==> src/rtl/cpu_v7.sv <==
// rtl/cpu_v7.sv - single-cycle accumulator-style CPU with synced input ports and ready handshake
module cpu_v7 #(
  parameter int BUS_WIDTH        = 8,
  parameter int REG_ADDR_WIDTH   = 2,
  parameter int INSTR_ADDR_WIDTH = 4,
  parameter int NUM_IN_PORTS     = 2
) (
  input  logic                                       clk,
  input  logic                                       n_reset,
  output logic [INSTR_ADDR_WIDTH-1:0]                instr_addr,
  input  logic [4+2*REG_ADDR_WIDTH+BUS_WIDTH-1:0]    instr,
  input  logic [NUM_IN_PORTS*BUS_WIDTH-1:0]          in_port,
  input  logic                                       ready_in,
  output logic [BUS_WIDTH-1:0]                       out_port,
  output logic                                       out_valid
);

  localparam int INSTR_WIDTH = 4 + 2*REG_ADDR_WIDTH + BUS_WIDTH;
  localparam int NUM_REGS    = 2**REG_ADDR_WIDTH;

  localparam logic [3:0] OP_LDI   = 4'd1;
  localparam logic [3:0] OP_MOV   = 4'd2;
  localparam logic [3:0] OP_ADD   = 4'd3;
  localparam logic [3:0] OP_ADDI  = 4'd4;
  localparam logic [3:0] OP_SUB   = 4'd5;
  localparam logic [3:0] OP_IN    = 4'd6;
  localparam logic [3:0] OP_OUT   = 4'd7;
  localparam logic [3:0] OP_JMP   = 4'd8;
  localparam logic [3:0] OP_JZ    = 4'd9;
  localparam logic [3:0] OP_JC    = 4'd10;
  localparam logic [3:0] OP_WAITL = 4'd11;
  localparam logic [3:0] OP_WAITE = 4'd12;

  // Architectural state
  logic [INSTR_ADDR_WIDTH-1:0]       r_pc;
  logic [BUS_WIDTH-1:0]              r_regs [NUM_REGS];
  logic                              r_z;
  logic                              r_c;
  logic [BUS_WIDTH-1:0]              r_out_port;
  logic                              r_out_valid;

  // Synchronizer and edge-detect state
  logic [NUM_IN_PORTS*BUS_WIDTH-1:0] r_in_s1;
  logic [NUM_IN_PORTS*BUS_WIDTH-1:0] r_in_s2;
  logic                              r_rdy_s1;
  logic                              r_rdy_s2;
  logic                              r_rdy_prev;

  // Decoded fields and datapath values
  logic [3:0]                        w_op;
  logic [REG_ADDR_WIDTH-1:0]         w_rd;
  logic [REG_ADDR_WIDTH-1:0]         w_rs;
  logic [BUS_WIDTH-1:0]              w_imm;
  logic [INSTR_ADDR_WIDTH-1:0]       w_target;
  logic [BUS_WIDTH-1:0]              w_rd_val;
  logic [BUS_WIDTH-1:0]              w_rs_val;
  logic [BUS_WIDTH:0]                w_sum;
  logic [BUS_WIDTH:0]                w_sumi;
  logic [BUS_WIDTH:0]                w_diff;
  logic [BUS_WIDTH-1:0]              w_in_val;
  logic                              w_rdy_edge;
  logic [INSTR_ADDR_WIDTH-1:0]       w_pc_inc;
  logic [INSTR_ADDR_WIDTH-1:0]       w_pc_next;

  assign w_op     = instr[INSTR_WIDTH-1 -: 4];
  assign w_rd     = instr[INSTR_WIDTH-5 -: REG_ADDR_WIDTH];
  assign w_rs     = instr[INSTR_WIDTH-5-REG_ADDR_WIDTH -: REG_ADDR_WIDTH];
  assign w_imm    = instr[BUS_WIDTH-1:0];
  assign w_target = w_imm[INSTR_ADDR_WIDTH-1:0];

  // Both operands are read before the edge, so rd==rs uses one consistent value
  assign w_rd_val = r_regs[w_rd];
  assign w_rs_val = r_regs[w_rs];

  // Extra top bit carries the carry-out (add) or borrow (sub)
  assign w_sum  = {1'b0, w_rd_val} + {1'b0, w_rs_val};
  assign w_sumi = {1'b0, w_rd_val} + {1'b0, w_imm};
  assign w_diff = {1'b0, w_rd_val} - {1'b0, w_rs_val};

  assign w_rdy_edge = r_rdy_s2 & ~r_rdy_prev;
  assign w_pc_inc   = r_pc + INSTR_ADDR_WIDTH'(1);

  assign instr_addr = r_pc;
  assign out_port   = r_out_port;
  assign out_valid  = r_out_valid;

  // Select the synced input port named by imm; out-of-range ports read as zero
  always_comb begin
    w_in_val = '0;
    for (int k = 0; k < NUM_IN_PORTS; k++) begin
      if (w_imm == BUS_WIDTH'(k)) begin
        w_in_val = r_in_s2[k*BUS_WIDTH +: BUS_WIDTH];
      end
    end
  end

  // Next PC: jumps use pre-edge flags, waits hold the PC until their condition holds
  always_comb begin
    w_pc_next = w_pc_inc;
    case (w_op)
      OP_JMP:   w_pc_next = w_target;
      OP_JZ:    w_pc_next = r_z ? w_target : w_pc_inc;
      OP_JC:    w_pc_next = r_c ? w_target : w_pc_inc;
      OP_WAITL: w_pc_next = (r_rdy_s2 == w_imm[0]) ? w_pc_inc : r_pc;
      OP_WAITE: w_pc_next = w_rdy_edge ? w_pc_inc : r_pc;
      default:  w_pc_next = w_pc_inc;
    endcase
  end

  // Two-flop synchronizers; the edge-detect sample updates every cycle regardless of opcode
  always_ff @(posedge clk or negedge n_reset) begin
    if (!n_reset) begin
      r_in_s1    <= '0;
      r_in_s2    <= '0;
      r_rdy_s1   <= 1'b0;
      r_rdy_s2   <= 1'b0;
      r_rdy_prev <= 1'b0;
    end else begin
      r_in_s1    <= in_port;
      r_in_s2    <= r_in_s1;
      r_rdy_s1   <= ready_in;
      r_rdy_s2   <= r_rdy_s1;
      r_rdy_prev <= r_rdy_s2;
    end
  end

  // Execute the presented instruction and commit its results at this edge
  always_ff @(posedge clk or negedge n_reset) begin
    if (!n_reset) begin
      r_pc        <= '0;
      r_z         <= 1'b0;
      r_c         <= 1'b0;
      r_out_port  <= '0;
      r_out_valid <= 1'b0;
      for (int i = 0; i < NUM_REGS; i++) begin
        r_regs[i] <= '0;
      end
    end else begin
      r_pc        <= w_pc_next;
      r_out_valid <= 1'b0;
      case (w_op)
        OP_LDI: r_regs[w_rd] <= w_imm;
        OP_MOV: r_regs[w_rd] <= w_rs_val;
        OP_ADD: begin
          r_regs[w_rd] <= w_sum[BUS_WIDTH-1:0];
          r_c          <= w_sum[BUS_WIDTH];
          r_z          <= (w_sum[BUS_WIDTH-1:0] == '0);
        end
        OP_ADDI: begin
          r_regs[w_rd] <= w_sumi[BUS_WIDTH-1:0];
          r_c          <= w_sumi[BUS_WIDTH];
          r_z          <= (w_sumi[BUS_WIDTH-1:0] == '0);
        end
        OP_SUB: begin
          r_regs[w_rd] <= w_diff[BUS_WIDTH-1:0];
          r_c          <= w_diff[BUS_WIDTH];
          r_z          <= (w_diff[BUS_WIDTH-1:0] == '0);
        end
        OP_IN: r_regs[w_rd] <= w_in_val;
        OP_OUT: begin
          r_out_port  <= w_rs_val;
          r_out_valid <= 1'b1;
        end
        default: ;
      endcase
    end
  end

endmodule

==> config.mk <==
export PLATFORM = sky130hd
export DESIGN_NAME = cpu_v7
export DESIGN_NICKNAME = d
export VERILOG_FILES = /design/src/rtl/cpu_v7.sv
export SDC_FILE = /design/constraint.sdc
export NUM_CORES = 1
export LEC_CHECK = 0
export CORE_UTILIZATION = 53
export CTS_BUF_LIST = sky130_fd_sc_hd__clkbuf_16
export CTS_CLUSTER_SIZE = 24
export DETAILED_ROUTE_END_ITERATION = 16
export PLACE_DENSITY = 0.77
export SYNTH_ARGS = -nofsm -noshare
export SYNTH_HDL_FRONTEND = slang
export SYNTH_SLANG_ARGS = --single-unit
==> constraint.sdc <==
create_clock -name clk -period 2.98 [get_ports clk]
set_input_delay 0.596 -clock clk [delete_from_list [all_inputs] [get_ports clk]]
set_output_delay 0.596 -clock clk [all_outputs]
set_load 0.02 [all_outputs]
# Word-level counts from Yosys, hierarchy flattened

Cells that the tools add are included.

Bits in registers: 82
Output and inout port bits: 13
Logic and storage cells: 74

Add/subtract/negate cells: 4
Order comparisons: 3
Eq/ne operators: 16
Mux-type cells: 25
Bitwise operators: 4
Reduce and logical (&&, ||, !) cells: 8

Operator list:

| cell                                                      | number |
|---|---|
| bitwise mux 32 bit                                        | 6 |
| case mux 32 bit (6 select lines)                          | 1 |
| 2-to-1 mux 8 bit                                          | 7 |
| binary-select mux 8 bit (select 2 bit)                    | 2 |
| logical NOT 8 bit                                         | 4 |
| == test 4 bit (second input constant)                     | 5 |
| case mux 4 bit (5 select lines)                           | 1 |
| adder 8 x 8 -> 9 bit                                      | 2 |
| demux 8 bit (select 2 bit)                                | 1 |
| == test 4 x 3 -> 1 bit (second input constant)            | 4 |
| 2-to-1 mux 4 bit                                          | 4 |
| subtractor 8 x 8 -> 9 bit                                 | 1 |
| == test 4 x 2 -> 1 bit (second input constant)            | 2 |
| == test 8 x 1 -> 1 bit (second input constant)            | 1 |
| greater-or-equal comparator 3 bit (second input constant) | 2 |
| NOT 2 -> 3 bit                                            | 2 |
| case mux 1 bit (3 select lines)                           | 2 |
| nonzero test 6 bit                                        | 1 |
| adder 4 x 1 -> 4 bit (second input constant)              | 1 |
| == test 4 x 1 -> 1 bit (second input constant)            | 1 |
| != test 2 bit (second input constant)                     | 2 |
| < comparator 3 x 1 -> 1 bit (second input constant)       | 1 |
| nonzero test 3 bit                                        | 1 |
| AND reduction 2 bit                                       | 1 |
| other kinds (5)                                           | 5 |

# Logic depth before layout (Yosys ltp)

Word-level depth: 7
Depth in mapped cells: 13
Depth with buffers taken out: 12

# Worst setup path before layout

No wires, ideal clock.

Path type: input port to flip-flop
Start: in instr[8]
End: reg r_z
Arrival time: 3.604 ns
Data required time: 2.915 ns
Slack: -0.689 ns
Cell stages on the path: 9
Buffers on the path: 1
Cells stage by stage: buf_2 mux4_2 ha_1 fa_1 or4_1 or4_1 a2111o_1 o31ai_1 o22a_1

Longest elaborated chain between the ends: 7
Elaborated cells on any way between the ends: 9
Classes of those cells: 2 x add/sub; 4 x mux; 1 x bitwise; 2 x reduce/logical

RTL lines:

| item                                                                     | line     | RTL |
|---|---|---|
| start: declaration                                                       | 11       | `input logic [4+2*REG_ADDR_WIDTH+BUS_WIDTH-1:0] instr,` |
| NOT 2 -> 3 bit (implied by the code) (*)                                 | 73       | `assign w_rs_val = r_regs[w_rs];` |
| binary-select mux 8 bit (select 2 bit) (*)                               | 73       |  |
| 2-to-1 mux 8 bit (implied by the code) (*) (2 in a row)                  | 73       |  |
| via w_rs_val[0]                                                          | 56       | `logic [BUS_WIDTH-1:0] w_rs_val;` |
| subtractor 8 x 8 -> 9 bit / adder 8 x 8 -> 9 bit (equally long branches) | 78, 76   |  |
| logical NOT 8 bit (on tied branches)                                     | 157, 147 |  |
| case mux 1 bit (3 select lines) (*)                                      | 141      | `case (w_op)` |
| end signal: assignment                                                   | 147      | `r_z <= (w_sum[BUS_WIDTH-1:0] == '0);` |
| end signal: assignment                                                   | 152      | `r_z <= (w_sumi[BUS_WIDTH-1:0] == '0);` |
| end signal: assignment                                                   | 157      | `r_z <= (w_diff[BUS_WIDTH-1:0] == '0);` |
| end: declaration                                                         | 37       | `logic r_z;` |

Mark *: on every way through the listed nets, which the timed path passes. The rest lies on a longest branch. The select of a mux whose other input is x is not followed.
A chain may end at the register's enable or synchronous reset.

==> flow_summary_export.csv <==
group,metric,value,unit
clock_tree,cts_sinks,82,
yosys,syn_nets,594,
yosys,ys_seq_area_frac,0.393,
yosys,synth_area_leaders,"dfrtp_1 (39%), mux4_2 (6.9%), ha_1 (6.2%)",
critical_path,worstPathMaxFanout,3,
yosys,yosysTopAreaCell,"dfrtp_1",
power_and_ir_drop,p_per_area,918,nW/um2
critical_path,cp-end-kind,"register",
placement,dp.cells,802,
power_and_ir_drop,p_leak,3.21,nW
grt,grt_pass1_wl,27100,um
yosys,synth.top_cell.area_share,0.393,
die,die_area,10200,um2
sta,fmax,0.307,GHz
routing,totalWireLength,17700,um
grt,grt_max_degree,83,
critical_path,r2r_end,"r_z",
yosys,synth_top_family_by_area,"compound AO/OA/AOI/OAI gates",
clock_tree,cts_root_buf,"clkbuf_16",
power_and_ir_drop,power,6.80,mW
clock_tree,cts_hold_buf,0,
placement,gp_congestion,0.968,
yosys,synthXorXnorAreaFrac,0.0269,
routing,drt_iter0_drc,539,
grt,grt-ovfl-total,0,
yosys,yosysUniqueCellTypes,62,
critical_path,crit_arrival,3.54,ns
finish,final_nets,755,
finish,multi_input_area,3350,um2
routing,wl_per_cell,21.4,um
placement,place_ws,-1.11,ns
status,violations,"setup timing",
clock_tree,clk_latency,0.34,ns
clock_tree,cts_buffer_depth,2,
yosys,synth-edff-count,0,
sta,hold_viol,0,
min_path,hp-class,"reg2reg",
yosys,synth_mux_area_frac,0.130,
die,num_io_pins,48,
sta,finalClockSkew,0.00647,ns
finish,drive_gt1_frac,0.345,
grt,grt_pass1_vias,5136,
grt,track_usage,0.360,
min_path,worstHoldPathCells,0,
yosys,synthAdderAreaFrac,0.0739,
clock_tree,clk_pin_slew_worst_paths,0.07,ns
finish,syn_to_final_growth,42.0,%
die,coreArea,9370,um2
yosys,synth-seq-cells,82,
yosys,synth-simple-area-share,0.135,
power_and_ir_drop,ir_drop,493,uV
sta,rsz0062_at_grt,"yes",
placement,hpwl,13000,um
critical_path,cp-start-kind,"register",
grt,grt_antenna_before_repair,0,
clock_tree,cts_tree,"yes",
routing,drt-vias-per-instance,6.30,
yosys,synth_common_cells,"dfrtp_1 (82), a21oi_1 (47), o21ai_0 (43)",
yosys,syn_inst,530,
routing,ant_nets,0,
die,die_h,101,um
yosys,synthesis.area,5220,um2
yosys,ys_async_sr_fraction,1.00,
yosys,ys_warn_count,0,
critical_path,cp.required,3.26,ns
yosys,syn_area_per_cell,9.84,um2
finish,final_cells,825,
sta,period_needed,3.26,ns
die,die_w,101,um
routing,drc_errors,0,
yosys,synthFlopType,"dfrtp_1",
sta,setup_violations,14,
finish,seq_area,2050,um2
clock_tree,htree_levels,3,
placement,port_buffers,47,
finish,design_area,7410,um2
routing,first_pass_iters,6,
critical_path,reg2reg_slack,-0.28,ns
sta,max_slew_margin,0.222,
sta,period_share,1.09,
sta,worstMarginPinSlew,1.16,ns
die,rows,35,
routing,dr_total_vias,5195,
critical_path,ff2ff_path_depth,8,
finish,diodes,0,
critical_path,critPathKind,"reg2reg",
sta,layout_setup_ws,-0.279,ns
finish,fill_cells,605,
flow_run,maxCapViolations,0,
min_path,holdPathEnd,"r_in_s2[3]",
placement,place_area,6720,um2
yosys,synth_compound_area_frac,0.207,
die,start_util,0.557,
status,status,"finished, violations left",
sta,slew_violations,0,
min_path,hold_start,"r_in_s1[3]",
yosys,yosysMostFrequentCell,"dfrtp_1",
clock_tree,cts_buffers,9,
[metrics by stage]
step,TNS (ns),utilization,hold slack (ns)
after global routing,-2.75,0.791,0.349
final,-1.05,0.791,0.347
after floorplan,-1.82,-,0.300
after detailed placement,-29.20,0.717,0.335
after global placement,-26.46,0.717,0.332
after CTS,-0.691,0.769,0.350
[layer usage]
layer	up-vias	GRT usage	wire, um
li1	2284	-	-
met1	2515	0.475	7090
met2	326	0.581	8270
met3	70	0.0732	1570
met4	0	0.153	719
met5	-	0	0
[kinds of logic after synthesis]
kind of cell / Yosys count
AOI/OAI and AO/OA: 170
xor gates and xnor gates: 16
adders and majority gates: 29
buffers and inverters: 45
DFF: 82
muxes: 45
and+or+nand+nor: 143
[cells in the final DEF, fill, tap and decap left out, types with 9 or more instances in the layout]
cell               n
o21ai_0           38
nand2_1           37
mux2_2            17
nand3_1           12
a21oi_1           39
clkdlybuf4s50_1   42
nor2_1            38
clkbuf_16          9
inv_1             20
dfrtp_1           82
buf_4            116
mux4_2            16
buf_6              9
ha_1              18
[critical path, cell delays in order, from the launching register on]
cell	delay (ns)
dfrtp_1	0.40
mux4_2	0.56
ha_4	0.21
fa_2	0.46
or4_4	0.52
or4_1	0.41
a2111o_1	0.39
o31ai_2	0.08
o22a_1	0.16
[area by class of cell]
| cell class | instances | area share |
|---|---|---|
| Clock inverter | 7 | 0.00743 |
| Multi-Input combinational cell | 403 | 0.453 |
| Tap cell | 129 | 0.0218 |
| Timing Repair Buffer | 172 | 0.198 |
| Sequential cell | 82 | 0.277 |
| Clock buffer | 9 | 0.0304 |
| Inverter | 23 | 0.0127 |
[how the worst max path moves through the flow]
| stage | endpoint | cells after the start |
|---|---|---|
| 2_1_floorplan | r_z | 9 |
| 3_3_place_gp | r_z | 9 |
| 3_5_place_dp | r_z | 9 |
| 4_1_cts | r_z | 8 |
| 5_1_grt | r_z | 8 |
| 6_report | r_z | 8 |
[repair_timing]
item	4_1_cts	5_1_grt
pin swaps	19	12
gates resized for setup	54	35
endpoints found under the setup margin	34	26
setup buffers	4	5
[where the power goes]
group	total [mW]	switching, mW	internal (mW)
sequential	1.57	0.219	1.35
combinational	4.16	2.07	2.09
clock	1.07	0.498	0.572
total	6.80	2.78	4.01
Note: power is estimated with default switching activity, not from simulation.
